## config.mk

```make
export PLATFORM = sky130hd
export DESIGN_NAME = svm_wt_arbiter
export DESIGN_NICKNAME = d
export VERILOG_FILES = /design/src/rtl/svm_wt_arbiter.sv
export SDC_FILE = /design/constraint.sdc
export NUM_CORES = 1
export LEC_CHECK = 0
export ABC_CLOCK_PERIOD_IN_PS = 2600
export CORE_ASPECT_RATIO = 1.2
export CORE_MARGIN = 5
export CORE_UTILIZATION = 39
export DETAILED_ROUTE_END_ITERATION = 6
export PLACE_DENSITY = 0.9
export SLEW_MARGIN = 40
export SYNTH_ARGS = -nofsm -noshare
export SYNTH_HDL_FRONTEND = slang
export SYNTH_SLANG_ARGS = --single-unit
```

## constraint.sdc

```tcl
create_clock -name clk -period 2.6 [get_ports clk]
set_clock_uncertainty 0.1 [all_clocks]
set_input_delay 0.52 -clock clk [delete_from_list [all_inputs] [get_ports clk]]
set_output_delay 0.52 -clock clk [all_outputs]
set_load 0.05 [all_outputs]
```

## src/rtl/svm_wt_arbiter.sv

```systemverilog
// svm_wt_arbiter: shares the single-port SVM weight RAM between host weight-load
// writes and fixed-length read bursts requested by PE groups. Writes win at each
// arbitration point; reads are served round-robin. All outputs are registered;
// rsp_data is the RAM's own output register, gated by the registered rsp_valid.
module svm_wt_arbiter #(
    parameter int NUM_REQ   = 4,
    parameter int ADDR_W    = 6,
    parameter int WT_W      = 16,
    parameter int MAX_ADDR  = 35,
    parameter int BURST_LEN = 36,
    localparam int ID_W     = (NUM_REQ > 1) ? $clog2(NUM_REQ) : 1
) (
    input  logic                      clk,
    input  logic                      rst,
    input  logic                      wr_req,
    input  logic [ADDR_W-1:0]         wr_addr,
    input  logic [WT_W-1:0]           wr_data,
    output logic                      wr_ack,
    output logic                      wr_err,
    input  logic [NUM_REQ-1:0]        rd_req,
    input  logic [NUM_REQ*ADDR_W-1:0] rd_addr,
    output logic [NUM_REQ-1:0]        rd_gnt,
    output logic                      ram_en,
    output logic                      ram_we,
    output logic [ADDR_W-1:0]         ram_addr,
    output logic [WT_W-1:0]           ram_wdata,
    input  logic [WT_W-1:0]           ram_rdata,
    output logic                      rsp_valid,
    output logic [ID_W-1:0]           rsp_id,
    output logic [WT_W-1:0]           rsp_data,
    output logic                      rsp_last,
    output logic                      busy
);

    localparam int CNT_W = ADDR_W + 1;

    typedef enum logic [1:0] {ST_IDLE, ST_WRITE, ST_BURST} state_t;

    state_t              state_q, state_d;
    logic [ID_W-1:0]     rr_q, rr_d;
    logic [ID_W-1:0]     id_q, id_d;
    logic [CNT_W-1:0]    cnt_q, cnt_d;
    logic                ram_en_q, ram_en_d;
    logic                ram_we_q, ram_we_d;
    logic [ADDR_W-1:0]   ram_addr_q, ram_addr_d;
    logic [WT_W-1:0]     ram_wdata_q, ram_wdata_d;
    logic                wr_ack_q, wr_ack_d;
    logic                wr_err_q, wr_err_d;
    logic [NUM_REQ-1:0]  rd_gnt_q, rd_gnt_d;
    logic                rd_last_q, rd_last_d;
    logic                rsp_valid_q, rsp_valid_d;
    logic [ID_W-1:0]     rsp_id_q, rsp_id_d;
    logic                rsp_last_q, rsp_last_d;
    logic                busy_q, busy_d;

    logic                rr_found;
    logic [ID_W-1:0]     rr_pick;
    logic [ADDR_W-1:0]   rd_start_raw;
    logic [ADDR_W-1:0]   rd_start;
    logic [ADDR_W-1:0]   addr_inc;

    // Round-robin search: first pending requester after the one served last.
    always_comb begin
        rr_found = 1'b0;
        rr_pick  = '0;
        for (int i = 1; i <= NUM_REQ; i++) begin
            if (!rr_found && rd_req[(int'(rr_q) + i) % NUM_REQ]) begin
                rr_found = 1'b1;
                rr_pick  = ID_W'((int'(rr_q) + i) % NUM_REQ);
            end
        end
    end

    assign rd_start_raw = rd_addr[int'(rr_pick) * ADDR_W +: ADDR_W];
    assign rd_start     = (rd_start_raw > ADDR_W'(MAX_ADDR)) ? '0 : rd_start_raw;
    assign addr_inc     = (ram_addr_q == ADDR_W'(MAX_ADDR)) ? '0 : ram_addr_q + ADDR_W'(1);

    // Next state and next registered RAM/handshake outputs.
    always_comb begin
        state_d     = state_q;
        rr_d        = rr_q;
        id_d        = id_q;
        cnt_d       = cnt_q;
        ram_en_d    = 1'b0;
        ram_we_d    = 1'b0;
        ram_addr_d  = '0;
        ram_wdata_d = '0;
        wr_ack_d    = 1'b0;
        wr_err_d    = 1'b0;
        rd_gnt_d    = '0;
        rd_last_d   = 1'b0;
        case (state_q)
            ST_IDLE: begin
                if (wr_req) begin
                    state_d  = ST_WRITE;
                    wr_ack_d = 1'b1;
                    if (wr_addr > ADDR_W'(MAX_ADDR)) begin
                        wr_err_d = 1'b1;
                    end else begin
                        ram_en_d    = 1'b1;
                        ram_we_d    = 1'b1;
                        ram_addr_d  = wr_addr;
                        ram_wdata_d = wr_data;
                    end
                end else if (rr_found) begin
                    state_d    = ST_BURST;
                    rr_d       = rr_pick;
                    id_d       = rr_pick;
                    rd_gnt_d   = NUM_REQ'(1) << rr_pick;
                    ram_en_d   = 1'b1;
                    ram_addr_d = rd_start;
                    cnt_d      = CNT_W'(1);
                    rd_last_d  = (BURST_LEN == 1);
                end
            end
            ST_WRITE: begin
                state_d = ST_IDLE;
            end
            ST_BURST: begin
                if (cnt_q == CNT_W'(BURST_LEN)) begin
                    state_d = ST_IDLE;
                    cnt_d   = '0;
                end else begin
                    ram_en_d   = 1'b1;
                    ram_addr_d = addr_inc;
                    cnt_d      = cnt_q + CNT_W'(1);
                    rd_last_d  = (cnt_q == CNT_W'(BURST_LEN - 1));
                end
            end
            default: begin
                state_d = ST_IDLE;
            end
        endcase
    end

    // Response tags trail the read enable by one cycle, matching RAM latency.
    always_comb begin
        rsp_valid_d = ram_en_q & ~ram_we_q;
        rsp_id_d    = id_q;
        rsp_last_d  = rd_last_q;
        busy_d      = (state_d != ST_IDLE);
    end

    // State and output registers; reset aborts any burst and its responses.
    always_ff @(posedge clk) begin
        if (!rst) begin
            state_q     <= ST_IDLE;
            rr_q        <= ID_W'(NUM_REQ - 1);
            id_q        <= '0;
            cnt_q       <= '0;
            ram_en_q    <= 1'b0;
            ram_we_q    <= 1'b0;
            ram_addr_q  <= '0;
            ram_wdata_q <= '0;
            wr_ack_q    <= 1'b0;
            wr_err_q    <= 1'b0;
            rd_gnt_q    <= '0;
            rd_last_q   <= 1'b0;
            rsp_valid_q <= 1'b0;
            rsp_id_q    <= '0;
            rsp_last_q  <= 1'b0;
            busy_q      <= 1'b0;
        end else begin
            state_q     <= state_d;
            rr_q        <= rr_d;
            id_q        <= id_d;
            cnt_q       <= cnt_d;
            ram_en_q    <= ram_en_d;
            ram_we_q    <= ram_we_d;
            ram_addr_q  <= ram_addr_d;
            ram_wdata_q <= ram_wdata_d;
            wr_ack_q    <= wr_ack_d;
            wr_err_q    <= wr_err_d;
            rd_gnt_q    <= rd_gnt_d;
            rd_last_q   <= rd_last_d;
            rsp_valid_q <= rsp_valid_d;
            rsp_id_q    <= rsp_id_d;
            rsp_last_q  <= rsp_last_d;
            busy_q      <= busy_d;
        end
    end

    assign wr_ack    = wr_ack_q;
    assign wr_err    = wr_err_q;
    assign rd_gnt    = rd_gnt_q;
    assign ram_en    = ram_en_q;
    assign ram_we    = ram_we_q;
    assign ram_addr  = ram_addr_q;
    assign ram_wdata = ram_wdata_q;
    assign rsp_valid = rsp_valid_q;
    assign rsp_id    = rsp_id_q;
    assign rsp_data  = rsp_valid_q ? ram_rdata : '0;
    assign rsp_last  = rsp_last_q;
    assign busy      = busy_q;

endmodule

```

Word-level counts from Yosys, hierarchy flattened
Index checks and enable logic that the tools add are counted.
{"block": "classes", "eq_ne": 6, "n_reduce_logical": 20, "mux": 43, "mul": 1, "add_sub_neg": 6, "shift": 2, "div": 0, "n_bitwise": 11, "order_cmp": 6}
{"operator": "$mux 6", "count": 6}
{"operator": "$shiftx 24x6->6", "count": 1}
{"operator": "$mux 7", "count": 3}
{"operator": "$mux 1", "count": 18}
{"operator": "$lt 3x4->1 const B", "count": 4}
{"operator": "$mux 16", "count": 1}
{"operator": "$eq 7x6->1 const B", "count": 2}
{"operator": "$mux 2", "count": 7}
{"operator": "$pmux 7 s2", "count": 1}
{"operator": "$gt 6x6->1 const B", "count": 2}
{"operator": "$pmux 6 s2", "count": 1}
{"operator": "$reduce_and 3->1", "count": 3}
{"operator": "$bmux 1 s2", "count": 4}
{"operator": "$reduce_or 2->1", "count": 4}
{"operator": "$reduce_or 4->1", "count": 2}
{"operator": "$add 7x1->7 const B", "count": 1}
{"operator": "$add 6x1->6 const B", "count": 1}
{"operator": "$eq 6x6->1 const B", "count": 1}
{"operator": "$not 1->1", "count": 6}
{"operator": "$add 2x1->2 const B", "count": 2}
{"operator": "$add 2x2->2 const B", "count": 2}
{"operator": "$and 1x1->1 const A", "count": 4}
{"operator": "$mul 2x2->4 const B", "count": 1}
{"operator": "$ne 2x2->1 const B", "count": 2}
{"operator": "11 further kinds", "count": 16}
{"block": "word_totals", "out_inout_bits": 51, "elab_cells": 111, "register_bits": 49, "memories": 0, "romBits": 0, "ram_bits": 0, "latchBits": 0, "input_bits": 69}

Longest topological paths before layout
Gate-level depths: netlist of the first run.
{"block": "logic_depth", "depth_word": 23, "depth_mapped": 7, "mapped_depth_nobuf": 7}

Least setup slack after synthesis of the first run
OpenSTA, ideal clock, no wires.
{"block": "synth_timing", "kind": "input-to-reg", "start": "input port rd_req[1]", "end": "register ram_addr_q[5] (netlist: ram_addr[5])", "arrival_time_ps": 2078, "setup_ps": 70, "stages": 7, "t_required_ps": 2430, "n_path_buf": 1, "slack_ps": 352, "cell_sequence": "or2_1 > a311oi_2 > buf_6 > mux2i_1 > mux2_4 > or3b_1 > a21oi_1"}
{"block": "synth_between", "elab_chain_len": 20, "elab_cells_between_ends": 33, "classes_between": "mul (1); order compare (1); shift (1); mux (24); reduce/logical (6)"}
{"item": "start, declared", "line": "20", "rtl": "input logic [NUM_REQ-1:0] rd_req,"}
{"item": "$bmux 1 s2", "line": "67", "rtl": "if (!rr_found && rd_req[(int'(rr_q) + i) % NUM_REQ]) begin"}
{"item": "$mux 1 (not written as such) (2 in series)", "line": "67"}
{"item": "$mux 1", "line": "67"}
{"item": "$logic_not 1->1", "line": "67"}
{"item": "$logic_and 1x1->1", "line": "67"}
{"item": "$mux 1", "line": "67"}
{"item": "$logic_not 1->1", "line": "67"}
{"item": "$logic_and 1x1->1", "line": "67"}
{"item": "(+3 left out)"}
{"item": "$mux 2", "line": "67"}
{"item": "$mul 2x2->4", "line": "74", "rtl": "assign rd_start_raw = rd_addr[int'(rr_pick) * ADDR_W +: ADDR_W];"}
{"item": "$shiftx 24x6->6", "line": "74"}
{"item": "$gt 6x6->1", "line": "75", "rtl": "assign rd_start = (rd_start_raw > ADDR_W'(MAX_ADDR)) ? '0 : rd_start_raw;"}
{"item": "$mux 6", "line": "75"}
{"item": "$mux 6 *", "line": "105", "rtl": "end else if (rr_found) begin"}
{"item": "$mux 6 *", "line": "94", "rtl": "if (wr_req) begin"}
{"item": "$pmux 6 s2 *", "line": "92", "rtl": "case (state_q)"}
{"item": "end signal, assigned", "line": "170", "rtl": "ram_addr_q <= ram_addr_d;"}
{"item": "end, declared", "line": "45", "rtl": "logic [ADDR_W-1:0] ram_addr_q, ram_addr_d;"}
Every way passes the cells marked *; elsewhere a longest branch is shown, timed or not. The select of a mux whose other input is x is not followed.
A chain may end at the register's enable or synchronous reset.

Worst setup path in the final report of the first run
Same ends and word-level chain as after synthesis.

==> results of run 1 <==
## worst paths after layout
kind,slack (ns),endpoint,startpoint
worst max-delay path,0.09,ram_addr[5],rd_req[1]
worst min-delay path,0.32,rsp_valid,ram_we
worst max register to register,0.52,ram_addr[5],rr_q[0]
worst min register to register,0.32,rsp_valid,ram_we
## worst max-delay path: stages
cell and delay, ns:
clkdlybuf4s50_1 0.49, or2_1 0.28, a311oi_2 0.25, buf_4 0.19, mux4_1 0.60, or3b_1 0.19
a21oi_1 0.06
## routing by layer
metal  track usage  wire [µm]  vias to the layer above
met3        0.0477        534                       13
met4        0.0583        131                        0
met1         0.190       2540                     1012
met5             0          0                        -
met2         0.354       3580                      124
li1              -          -                     1082
## state kept, by name (all words and copies together), names as in the netlist
| register | cells |
|---|---|
| rd_gnt | 4 |
| wr_err | 1 |
| ram_en | 1 |
| ram_we | 1 |
| wr_ack | 1 |
| id_q | 2 |
| state_q | 2 |
| busy | 1 |
| cnt_q | 7 |
| rr_q | 2 |
| ram_addr | 6 |
| ram_wdata | 16 |
| rsp_last | 1 |
| rsp_id | 2 |
| rsp_valid | 1 |
| rd_last_q | 1 |
## through the flow
stage / hold slack (ns) / util / instances
global placement: 0.307 / 0.668 / 422
finish: 0.316 / 0.693 / 430
detailed placement: 0.309 / 0.668 / 422
CTS: 0.323 / 0.693 / 430
floorplan: 0.312 / - / 232
global route: 0.334 / 0.693 / 430
## logic make-up (layout without fill, tap and decap cells)
group | Yosys count | count (layout) | synth area share
buffers and inverters | 15 | 149 | 0.0290
AOI/OAI and AO/OA | 27 | 27 | 0.0972
DFF | 49 | 49 | 0.446
xor gates and xnor gates | 8 | 8 | 0.0318
and+or+nand+nor | 115 | 115 | 0.287
muxes | 15 | 15 | 0.0927
adders and majority gates | 3 | 3 | 0.0171
## power by group
part	switching [µW]	total, µW	internal (µW)
logic	291	579	288
registers	31.3	820	788
clock network	256	642	387
total	578	2040	1460
## cell usage after synthesis, types with 2 or more instances
master / instances
dfxtp_1: 49
and2_1: 24
and3_1: 23
nor2_1: 23
nand2_1: 14
mux2i_1: 11
clkbuf_1: 8
nor3_1: 7
inv_1: 6
nand2b_1: 5
xor2_1: 5
a21oi_1: 4
o21ai_0: 4
a22oi_1: 3
ha_1: 3
mux4_1: 3
nand3_1: 3
nand4_1: 3
o2bb2ai_1: 3
xnor2_1: 3
a22o_1: 2
a32o_1: 2
nor2b_1: 2
nor4_1: 2
or2_2: 2
or3_1: 2
## layout make-up
type / instances / area [µm²]
multi-input combinational: 168 / 1160
clock buffer: 5 / 68.8
clock inverter: 3 / 68.8
inverter: 6 / 22.5
tap: 64 / 80.1
timing repair buffer: 135 / 1470
sequential: 49 / 981
fill: 401 / 1700
## what timing repair did
action | 4_1_cts | 5_1_grt
gates resized for setup | 0 | 1
hold endpoints to repair | 0 | 0
setup endpoints to repair | 0 | 2
==> flow_summary.yaml, run 1 <==
clock_network:
  clk_pin_slew_worst_paths_ns: 0.09
  cts_hold_buf: 0
  cts.sinks: 49
  cts_setup_buffers: 0
  clk_latency_ns: 0.31
  cts_root_buf: "clkbuf_8"
  htree_levels: 2
  cts_buffers: 5
  cts_tree: "built"
  ctsLongestPathBuffers: 2
global_routing:
  globalRouteTotalUtil: 0.184
  grt_pass1_vias: 2185
  grt.overflow.total: 0
  grt_pass1_wl_um: 10400
  grt_antenna_before_repair: 0
  grt_max_degree: 18
die:
  die_x_um: 78.6
  ios: 120
  dieArea_mm2: 0.00725
  die_h_um: 92.3
  initial_core_util: 0.396
  coreArea_mm2: 0.00556
  num_rows: 30
power:
  ir_worst_vdd_uv: 316
  power_density_mw_per_mm2: 530
  p_leak_uw: 0.00160
  total_power_uw: 2040
status:
  run_status: "finished, final reports clean"
cells_and_area:
  n_antenna_cell: 0
  final_common_cell: "clkdlybuf4s50_1"
  final_nets: 437
  syn2layout_area_growth_pct: 75.0
  drive_gt1_frac: 0.131
  final_cell_area_mm2: 0.00385
  final_cell_mix: "103 x clkdlybuf4s50_1, 49 x dfxtp_1, 24 x and2_1"
synth:
  synthCells: 232
  ys_types: 42
  netlist.area_leader.share: 0.446
  yosys_most_used_dff: "dfxtp_1"
  synth_edf_count: 0
  synthesis.nets: 304
  async_flop_share: 0
  ys.warnings.count: 0
  synth_top_cell_by_area: "dfxtp_1"
  synth_area_mm2: 0.00220
  synth_seq_cells: 49
  ys_seq_area_frac: 0.446
  synth.area.top_cells: "dfxtp_1 45%, and2_1 6.8%, and3_1 6.5%, mux2i_1 5.0%, nor2_1 3.9%"
  syn_avg_cell_area_um2: 9.49
sta:
  period_share: 0.964
  fin_ws_ns: 0.0949
  setup_violations: 0
  rsz0062_at_grt: "false"
  worstMarginPinSlew_ns: 0.533
  hold_viol: 0
  finalCriticalPeriod_ns: 2.51
  drv_slew: 0
  relSlewSlack: 0.644
  setup-tns-final_ns: 0
  fmax_ghz: 0.399
min_path:
  hp-class: "reg2reg"
  hold_depth: 1
detailed_routing:
  wire_per_inst_um: 15.8
  drc_errors: 0
  postRouteAntennaNets: 0
  first_pass_iters: 4
  avgViaCountPerCell: 5.19
  drtIter0Drc: 94
  vias: 2231
  wirelength_um: 6780
placement:
  dpl.hpwl_um: 5680
  routabilityCongestion: 0.758
  portBuffers: 119
  dpl_worst_slack_ns: -0.242
  postPlaceCellArea_mm2: 0.00371
critical_path:
  cp.required_ns: 2.69
  start_kind: "input pin"
  critPathCaptureType: "flop"
  reg2reg_depth: 6
  crit_fanout: 6
  path_class: "in2reg"
  crit_arrival_ns: 2.59
flow_run:
  cap_violations: 0
Note: power is estimated with default switching activity, not from simulation.
==> run 2: changes to the inputs <==
Settings changed: RECOVER_POWER set to 50.
==> flow_summary.yaml, run 2 (synthesis results as in run 1) <==
global_routing:
  grt_antenna_before_repair: 0
  grt_max_degree: 18
  grt_pass1_wl_um: 10400
  grt_pass1_vias: 2185
  globalRouteTotalUtil: 0.184
  grt.overflow.total: 0
status:
  run_status: "finished, final reports clean"
power:
  p_leak_uw: 0.00159
  clockPowerShare: 0.316
  total_power_uw: 2030
  sw_frac_of_total: 0.284
  p_int_uw: 1460
  power_density_mw_per_mm2: 530
  power.net_switching_uw: 578
  power_frac_seq: 0.403
  pwr-share-comb: 0.281
  ir_worst_vdd_uv: 316
sta:
  drv_slew: 0
  fin_ws_ns: 0.0968
  hold_viol: 0
  fmax_ghz: 0.399
  relSlewSlack: 0.634
  finalCriticalPeriod_ns: 2.50
  setup_violations: 0
  period_share: 0.963
  worstMarginPinSlew_ns: 0.546
  rsz0062_at_grt: "false"
detailed_routing:
  postRouteAntennaNets: 0
  drc_errors: 0
  first_pass_iters: 4
  wirelength_um: 6760
  avgViaCountPerCell: 5.21
  vias: 2239
  wire_per_inst_um: 15.7
  drtIter0Drc: 112
die:
  initial_core_util: 0.396
  die_x_um: 78.6
  dieArea_mm2: 0.00725
  coreArea_mm2: 0.00556
  num_rows: 30
  ios: 120
  die_h_um: 92.3
clock_network:
  cts.sinks: 49
  post_cts_resize_count: 0
  cts_setup_buffers: 0
  cts_hold_buf: 0
  htree_levels: 2
  ctsLongestPathBuffers: 2
  cts_tree: "built"
  cts_buffers: 5
  clk_pin_slew_worst_paths_ns: 0.09
  clk_latency_ns: 0.31
  cts_root_buf: "clkbuf_8"
flow_run:
  cap_violations: 0
placement:
  dpl_worst_slack_ns: -0.242
  dp.cells: 422
  dpl.hpwl_um: 5680
  portBuffers: 119
  routabilityCongestion: 0.758
critical_path:
  start_kind: "input pin"
  critPathCaptureType: "flop"
  critPathSlowestCell: "mux4_1"
  slowest_delay_ns: 0.60
  crit_chain: "clkdlybuf4s50_1, or2_1, a311oi_2, buf_4, mux4_1, or3b_1, a21oi_1"
  crit_arrival_ns: 2.60
  cp.required_ns: 2.69
  crit_fanout: 6
  path_class: "in2reg"
cells_and_area:
  final.fill_count: 409
  largest_reg_flops: 16
  final_cell_mix: "93 x clkdlybuf4s50_1, 49 x dfxtp_1, 23 x and3_1"
  stdcell_count: 430
  final_nets: 437
  drive_gt1_frac: 0.120
  final_common_cell: "clkdlybuf4s50_1"
  syn2layout_area_growth_pct: 74.3
  n_antenna_cell: 0
min_path:
  hp-class: "reg2reg"
run 2: final cells by class:
class                           count  area, µm²  share of cell area
Timing Repair Buffer              135       1460               0.380
Multi-Input combinational cell    168       1160               0.302
Sequential cell                    49        981               0.256
Tap cell                           64       80.1              0.0209
Clock buffer                        5       68.8              0.0179
Clock inverter                      3       68.8              0.0179
Inverter                            6       22.5             0.00587
run 2: worst paths after layout:
| path | slack, ns | depth (start not counted) | endpoint | start |
|---|---|---|---|---|
| setup / recovery | 0.1 | 7 | ram_addr[5] | rd_req[1] |
| hold / removal | 0.32 | 1 | rsp_valid | ram_we |
| setup reg to reg | 0.53 | 6 | ram_addr[5] | rr_q[0] |
| hold reg to reg | 0.32 | 1 | rsp_valid | ram_we |
run 2: layer usage:
metal | routed length (µm) | up-vias | global-route usage
li1 | - | 1083 | -
met1 | 2460 | 1017 | 0.190
met2 | 3600 | 126 | 0.354
met3 | 577 | 13 | 0.0477
met4 | 126 | 0 | 0.0583
met5 | 0 | - | 0
run 2: power groups by stage:
stage | clock (µW) | combinational (µW) | sequential [µW]
final | 643 | 571 | 819
after global routing | 676 | 606 | 824
after CTS | 646 | 581 | 819
after detailed placement | 0 | 578 | 836
after global placement | 0 | 563 | 834
after floorplan | 0 | 215 | 922
run 2: stage by stage:
| stage | hold slack (ns) | setup TNS, ns | utilization | cell area (µm²) |
|---|---|---|---|---|
| 6_report | 0.317 | 0 | 0.691 | 3840 |
| 4_1_cts | 0.323 | 0 | 0.693 | 3850 |
| 3_3_place_gp | 0.307 | -0.611 | 0.668 | 3710 |
| 5_1_grt | 0.335 | 0 | 0.691 | 3840 |
| 3_5_place_dp | 0.309 | -1.28 | 0.668 | 3710 |
| 2_1_floorplan | 0.312 | 0 | - | 2200 |
run 2: critical path: cells and delay by family:
family                 cells  cell delay [ns]
AND/OR/NAND/NOR            2             0.47
buffers and inverters      2             0.68
multiplexers               1             0.60
AO/OA/AOI/OAI              2             0.32
